## config.mk

```make
export PLATFORM = sky130hd
export DESIGN_NAME = o_serdes_tx
export DESIGN_NICKNAME = d
export VERILOG_FILES = /design/src/rtl/o_serdes_tx_pkg.sv /design/src/rtl/o_serdes_shreg.sv /design/src/rtl/o_serdes_tx.sv
export SDC_FILE = /design/constraint.sdc
export NUM_CORES = 1
export LEC_CHECK = 0
export CAP_MARGIN = 20
export CORE_AREA = 2 2 39 41
export CTS_BUF_LIST = sky130_fd_sc_hd__clkbuf_4 sky130_fd_sc_hd__clkbuf_8 sky130_fd_sc_hd__clkbuf_16
export CTS_CLUSTER_SIZE = 20
export DETAILED_ROUTE_END_ITERATION = 7
export DIE_AREA = 0 0 41 43
export MAX_ROUTING_LAYER = met4
export PLACE_DENSITY = 0.65
export SLEW_MARGIN = 15
export SYNTH_ARGS = -nofsm -noshare
export SYNTH_HDL_FRONTEND = slang
export SYNTH_HIERARCHICAL = 1
export SYNTH_SLANG_ARGS = --single-unit
```

## constraint.sdc

```tcl
create_clock -name PLL_CLK -period 1.47 [get_ports PLL_CLK]
set_input_delay 0.441 -clock PLL_CLK [delete_from_list [all_inputs] [get_ports PLL_CLK]]
set_output_delay 0.441 -clock PLL_CLK [all_outputs]
set_load 0.01 [all_outputs]
```

## src/rtl/o_serdes_tx_pkg.sv

```systemverilog
// Shared constants and helpers for the o_serdes_tx output serializer.
package o_serdes_tx_pkg;

  // Legal DATA_RATE parameter values.
  localparam string DATA_RATE_SDR = "SDR";
  localparam string DATA_RATE_DDR = "DDR";

  // Legal word-width range.
  localparam int unsigned WIDTH_MIN = 3;
  localparam int unsigned WIDTH_MAX = 10;

  // Counter width sized for the widest legal word.
  localparam int unsigned CNT_W = $clog2(WIDTH_MAX + 1);

  // Number of serial bits emitted per PLL_CLK cycle for a given data rate.
  function automatic int unsigned bits_per_cycle(input string data_rate);
    return (data_rate == DATA_RATE_DDR) ? 32'd2 : 32'd1;
  endfunction

endpackage

```

## src/rtl/o_serdes_shreg.sv

```systemverilog
// Shift register and bit counter for the serializer: parallel load, left
// shift by STEP bits per cycle with zero fill, and a synchronous clear.
module o_serdes_shreg
  import o_serdes_tx_pkg::*;
#(
  parameter int unsigned WIDTH = 4,
  parameter int unsigned STEP  = 1
) (
  input  logic             clk,
  input  logic             rst,
  input  logic             clear,
  input  logic             load,
  input  logic [WIDTH-1:0] d,
  output logic             msb_hi,
  output logic             msb_lo
);

  logic [WIDTH-1:0] shreg_q, shreg_d;
  logic [CNT_W-1:0] count_q, count_d;

  // Next-state: clear beats load, load beats shift; an exhausted word holds zeros.
  always_comb begin
    shreg_d = shreg_q;
    count_d = count_q;
    if (clear) begin
      shreg_d = '0;
      count_d = '0;
    end else if (load) begin
      shreg_d = d;
      count_d = CNT_W'(WIDTH);
    end else if (count_q != '0) begin
      shreg_d = shreg_q << STEP;
      count_d = (count_q > CNT_W'(STEP)) ? (count_q - CNT_W'(STEP)) : '0;
    end
  end

  // State registers with synchronous active-high reset.
  always_ff @(posedge clk) begin
    if (rst) begin
      shreg_q <= '0;
      count_q <= '0;
    end else begin
      shreg_q <= shreg_d;
      count_q <= count_d;
    end
  end

  assign msb_hi = shreg_q[WIDTH-1];
  assign msb_lo = shreg_q[WIDTH-2];

endmodule

```

## src/rtl/o_serdes_tx.sv

```systemverilog
// Parallel-to-serial output serializer (SDR or DDR) with output-enable
// tracking and channel-bonding sync forwarding.
module o_serdes_tx
  import o_serdes_tx_pkg::*;
#(
  parameter string       DATA_RATE = "SDR",
  parameter int unsigned WIDTH     = 4
) (
  input  logic             PLL_CLK,
  input  logic             RST,
  input  logic [WIDTH-1:0] D,
  input  logic             LOAD_WORD,
  input  logic             OE_IN,
  output logic             OE_OUT,
  output logic             Q,
  input  logic             CHANNEL_BOND_SYNC_IN,
  output logic             CHANNEL_BOND_SYNC_OUT,
  input  logic             PLL_LOCK
);

  localparam int unsigned STEP = bits_per_cycle(DATA_RATE);

  if ((DATA_RATE != DATA_RATE_SDR) && (DATA_RATE != DATA_RATE_DDR)) begin : g_bad_rate
    $error("o_serdes_tx: DATA_RATE must be \"SDR\" or \"DDR\"");
  end
  if ((WIDTH < WIDTH_MIN) || (WIDTH > WIDTH_MAX)) begin : g_bad_width
    $error("o_serdes_tx: WIDTH out of range 3..10");
  end
  if ((STEP == 2) && ((WIDTH % 2) != 0)) begin : g_odd_ddr
    $error("o_serdes_tx: WIDTH must be even for DDR");
  end

  logic load_ok;
  logic oe_q, oe_d;
  logic sync_q, sync_d;
  logic msb_hi, msb_lo;
  logic sel_hi;

  // Load is honoured only with the PLL locked and the bonding master in sync.
  always_comb begin
    load_ok = LOAD_WORD & PLL_LOCK & CHANNEL_BOND_SYNC_IN;
  end

  // OE tracks the word: updated only on load edges, cleared while unlocked.
  always_comb begin
    oe_d   = oe_q;
    sync_d = CHANNEL_BOND_SYNC_IN;
    if (!PLL_LOCK) begin
      oe_d = 1'b0;
    end else if (load_ok) begin
      oe_d = OE_IN;
    end
  end

  // OE and bonding-sync registers.
  always_ff @(posedge PLL_CLK) begin
    if (RST) begin
      oe_q   <= 1'b0;
      sync_q <= 1'b0;
    end else begin
      oe_q   <= oe_d;
      sync_q <= sync_d;
    end
  end

  o_serdes_shreg #(
    .WIDTH (WIDTH),
    .STEP  (STEP)
  ) u_shreg (
    .clk    (PLL_CLK),
    .rst    (RST),
    .clear  (~PLL_LOCK),
    .load   (load_ok),
    .d      (D),
    .msb_hi (msb_hi),
    .msb_lo (msb_lo)
  );

  // Output mux: SDR always presents the MSB; DDR presents the MSB during the
  // high clock phase and the next bit during the low phase.
  always_comb begin
    sel_hi = (STEP == 1) | PLL_CLK;
    Q      = sel_hi ? msb_hi : msb_lo;
  end

  assign OE_OUT                = oe_q;
  assign CHANNEL_BOND_SYNC_OUT = sync_q;

endmodule

```

; ---- Word-level counts from Yosys, hierarchy flattened
; Cells that the tools add are included.
[totals]
ff_bits = 10
output_inout_bits = 3
input_bits = 10
[op_classes]
magnitude_cmp = 1
n_mux = 5
bitwise_logic = 3
addsub = 1
reduce_logical = 4
[op_table]
columns = cell, n
row1 = $mux W4, 3
row2 = $mux W3, 2
row3 = $gt A4 B1 Y1 const B, 1
row4 = $reduce_bool A4 Y1, 1
row5 = $sub A4 B1 Y4 const B, 1
row6 = $reduce_or A3 Y1, 1
row7 = $and A1 B1 Y1, 2
row8 = $reduce_bool A2 Y1, 1
row9 = $reduce_or A2 Y1, 1
row10 = $not A1 Y1, 1

; ---- Longest topological paths before layout
[logic_depth]
ltp_word = 4
ltp_mapped = 5
depth_no_buf = 5

; ---- Modules after synthesis
; The synthesis kept the hierarchy.
[modules_own_cells]
columns = module, n_inst, cells_per_inst, area_per_inst_um2
row1 = o_serdes_shreg, 1, 47, 427.9
row2 = o_serdes_tx, 1, 8, 85.1

; ---- Worst setup path before layout
; No wires, ideal clock.
[synth_path]
path_type = register -> register
startpoint = register u_shreg.count_q[0]
endpoint = register u_shreg.count_q[0]
setup_ps = 103
path_slack_ps = 115
period_less_slack_ps = 1355
path_stages_with_launch = 6
n_path_buf = 0
arrival_time_ps = 1252
cell_sequence = dfxtp_1 inv_1 ha_1 nor3b_4 nor2_2 a2111oi_2
[synth_between]
elab_chain_cells = 2
[synth_rtl]
columns = item, line
row1 = from (decl), o_serdes_shreg.sv:19  ; logic [CNT_W-1:0] count_q, count_d;
row2 = from (signal assigned), o_serdes_shreg.sv:44  ; count_q <= count_d;
row3 = $sub A4 B1 Y4 / $gt A4 B1 Y1 (equally long branches), o_serdes_shreg.sv:33  ; count_d = (count_q > CNT_W'(STEP)) ? (count_q - CNT_W'(STEP)) : '0;
row4 = $mux W4, o_serdes_shreg.sv:33
; Parallel ways exist; a longest one is shown, timed or not.
; A chain may end at the register's enable or synchronous reset.

; ---- Worst setup path after layout
[layout_path]
startpoint = input LOAD_WORD
endpoint = register u_shreg.shreg_q[1]
[layout_between]
elab_chain_cells = 3
[layout_rtl]
columns = item, line
row1 = from (decl), o_serdes_tx.sv:12  ; input logic LOAD_WORD,
row2 = $and A1 B1 Y1 * (2 in a row), o_serdes_tx.sv:41  ; load_ok = LOAD_WORD & PLL_LOCK & CHANNEL_BOND_SYNC_IN;
row3 = net load_ok, o_serdes_tx.sv:33  ; logic load_ok;
row4 = $mux W4 / $reduce_bool A2 Y1 (equally long branches), -
row5 = to (signal assigned), o_serdes_shreg.sv:43  ; shreg_q <= shreg_d;
row6 = to (decl), o_serdes_shreg.sv:18  ; logic [WIDTH-1:0] shreg_q, shreg_d;
; The timed path passes the listed nets; every way through them passes the cells marked *.

==> impl_metrics.json <==
{
  "n_antenna_cell": 0,
  "dpl-instance-area_um2": 705.7,
  "via_count": 471,
  "ir_drop_v": 0.0004854,
  "grt.total_usage": 0.1565,
  "swShare": 0.2409,
  "ff2ff_path_depth": 6,
  "grt_pass1_wl_um": 1773,
  "drtAntennaViolNets": 0,
  "io_buffers": 12,
  "finClkSkew_ps": 3.066,
  "crit_slowest_cell": "clkdlybuf4s50_1",
  "regToRegSetupSlack_ps": 70,
  "fin_ws_ps": 51.52,
  "grtUsageMet3": 0.03665,
  "power.leakage_nw": 0.3172,
  "cp-end-kind": "flop",
  "crit_chain": "clkdlybuf4s50_1 > and3_2 > a21oi_1 > a221oi_2",
  "area_growth_pct": 50.98,
  "seq_area_frac_synth": 0.3902,
  "layout-drive-gt1-share": 0.3165,
  "synth.avg_cell_area_um2": 9.327,
  "avgViaCountPerCell": 4.958,
  "die_h_um": 43,
  "outcome": "finished, final reports clean",
  "synth_edf_count": 0,
  "hold_depth": 2,
  "globalRouteMet1Util": 0.2072,
  "dpl.cell_count": 89,
  "stdcell_count": 95,
  "routed_wl_um": 1064,
  "final_cell_mix": "dfxtp_1 (10), buf_4 (10), clkdlybuf4s50_1 (9), inv_1 (7)",
  "critPathLaunchType": "input port",
  "regToRegStartpoint": "u_shreg/count_q[1]$_SDFFE_PP0P_",
  "io_pins": 13,
  "cp.required_ps": 1650,
  "max_freq_mhz": 705.0,
  "final_net_count": 92,
  "synthCells": 55,
  "cts_tree": "yes",
  "htreeDepth": 1,
  "crit_fanout": 12,
  "powerDensity_mw_per_mm2": 877.1,
  "clock_sinks": 10,
  "dr.pass1.iters": 4,
  "worst_slew_pin_slew_ps": 262.3,
  "ys_seq_elements": 10,
  "n_fill_cell": 137,
  "placementRows": 14,
  "slew_viol_final": 0,
  "ys.flop_type": "dfxtp_1",
  "post_drt_wl_per_cell_um": 11.20,
  "p_switching_uw": 163.6,
  "setup_violations": 0,
  "synth.yosys.warnings": 6,
  "syn_nets": 67,
  "cts_root_buf": "clkbuf_4",
  "dieArea_mm2": 0.001763,
  "clkPwrFrac": 0.354,
  "slowest_delay_ps": 480,
  "initial_core_util": 0.3707,
  "r2r_end": "u_shreg/shreg_q[2]$_SDFFE_PP0P_",
  "clk_pin_slew_ps": 60,
  "antenna_found_initial": 0,
  "grt_remaining_overflow": 0,
  "hp-start": "u_shreg/shreg_q[0]$_SDFFE_PP0P_",
  "drcViolationCount": 0,
  "worstSetupPathType": "in -> reg",
  "cts_buffers": 3,
  "grt_max_degree": 13,
  "async_reset_ff_frac": 0,
  "drt_iter0_markers": 11,
  "seq_power_share": 0.422,
  "synth.distinct_cells": 24,
  "ctsHoldBuffers": 0,
  "core_area_mm2": 0.001384,
  "insertion_delay_ps": 260,
  "cap_violations": 0,
  "min_to": "u_shreg/shreg_q[1]$_SDFFE_PP0P_",
  "finalHoldViolCount": 0,
  "hpwl_um": 758.4,
  "intPower_uw": 515.6,
  "first_global_vias": 420,
  "synthesis.area_um2": 513.0,
  "relSlewSlack": 0.8245,
  "hp-class": "reg -> reg",
  "gp_congestion": 0.6386,
  "fin_crit_ps": 1418,
  "busiest_layer": "met1",
  "power_frac_comb": 0.224,
  "fin_area_um2": 774.5,
  "fin_crit_sh": 0.9649,
  "pre_cts_slack_ps": -207.4,
  "die_w_um": 41,
  "ctsLongestPathBuffers": 2,
  "use_met2": 0.2063,
  "arrival_ps": 1600
}
cell families after synthesis:
kind of cell,Yosys count,share of synthesized area
AO/OA/AOI/OAI,14,0.2488
AND/OR/NAND/NOR,19,0.2293
flip-flops,10,0.3902
XOR/XNOR,1,0.01708
adder cells (fa/ha/maj),2,0.04877
buffers and inverters,9,0.06587
registers in the layout, indices dropped and copies added, names as in the netlist:
name / cells
u_shreg/count_q: 4
u_shreg/shreg_q: 4
CHANNEL_BOND_SYNC_OUT: 1
OE_OUT: 1
power by group through the flow:
stage               Sequential [mW]  Combinational [mW]  Clock (mW)
finish                        0.287               0.152       0.240
global route                  0.288               0.166       0.260
global placement              0.293               0.129           0
floorplan                     0.294              0.0684           0
detailed placement            0.293               0.131           0
CTS                           0.287               0.137       0.252
metal layers:
metal | up-vias | part of all wire
met5 | - | 0
met2 | 13 | 0.50
met3 | 2 | 0.051
met1 | 215 | 0.45
li1 | 241 | -
met4 | 0 | 0.0075
per-stage QoR:
step,hold slack (ps),util,setup TNS (ps),total power [mW]
after detailed placement,464.5,0.5099,-1353,0.4240
after CTS,476.9,0.5407,0,0.6752
after global placement,466.2,0.5099,-1219,0.4223
final,478.3,0.5597,0,0.6793
after floorplan,449.2,-,0,0.3623
after global routing,506.8,0.5597,-56.98,0.7138
worst max-delay path: cells and delay by family:
kind | cells | cell delay [ps]
AND/OR/NAND/NOR | 1 | 350
buffers and inverters | 1 | 480
AO/OA/AOI/OAI | 2 | 320
worst max path at each step:
| stage | start | end | cells past startpoint |
|---|---|---|---|
| floorplan | u_shreg/count_q[0]$_SDFFE_PP0P_ | u_shreg/count_q[0]$_SDFFE_PP0P_ | 5 |
| global placement | PLL_LOCK | u_shreg/count_q[3]$_SDFFE_PP0P_ | 4 |
| detailed placement | PLL_LOCK | u_shreg/count_q[3]$_SDFFE_PP0P_ | 4 |
| CTS | u_shreg/count_q[1]$_SDFFE_PP0P_ | u_shreg/count_q[0]$_SDFFE_PP0P_ | 5 |
| global route | u_shreg/count_q[1]$_SDFFE_PP0P_ | u_shreg/shreg_q[1]$_SDFFE_PP0P_ | 6 |
| finish | LOAD_WORD | u_shreg/shreg_q[1]$_SDFFE_PP0P_ | 4 |
area by class of cell:
cell class                 instances  area, um2  area share
tap                               16      20.02     0.02585
clock buffer                       4      36.28     0.04685
sequential                        10      200.2      0.2585
inverter                           7      26.28     0.03393
multi-input combinational         36      300.3      0.3877
timing repair buffer              22      191.4      0.2472
cell usage after synthesis (all sizes together), types with 2 or more instances:
| master | n | area [um2] |
|---|---|---|
| inv | 7 | 26.28 |
| clkbuf | 2 | 7.510 |
| nand3b | 2 | 15.01 |
| or2 | 2 | 12.51 |
| a221oi | 3 | 45.04 |
| a211oi | 2 | 20.02 |
| nand2 | 5 | 18.77 |
| dfxtp | 10 | 200.2 |
| a21oi | 6 | 30.03 |
| nor2 | 3 | 13.77 |
| ha | 2 | 25.02 |
repair_timing:
action | 4_1_cts | 5_1_grt
gates resized for setup | 4 | 3
endpoints found under the setup margin | 4 | 4
pin swaps | 0 | 2
buffers inserted | 1 | 1
Note: power is estimated with default switching activity, not from simulation.
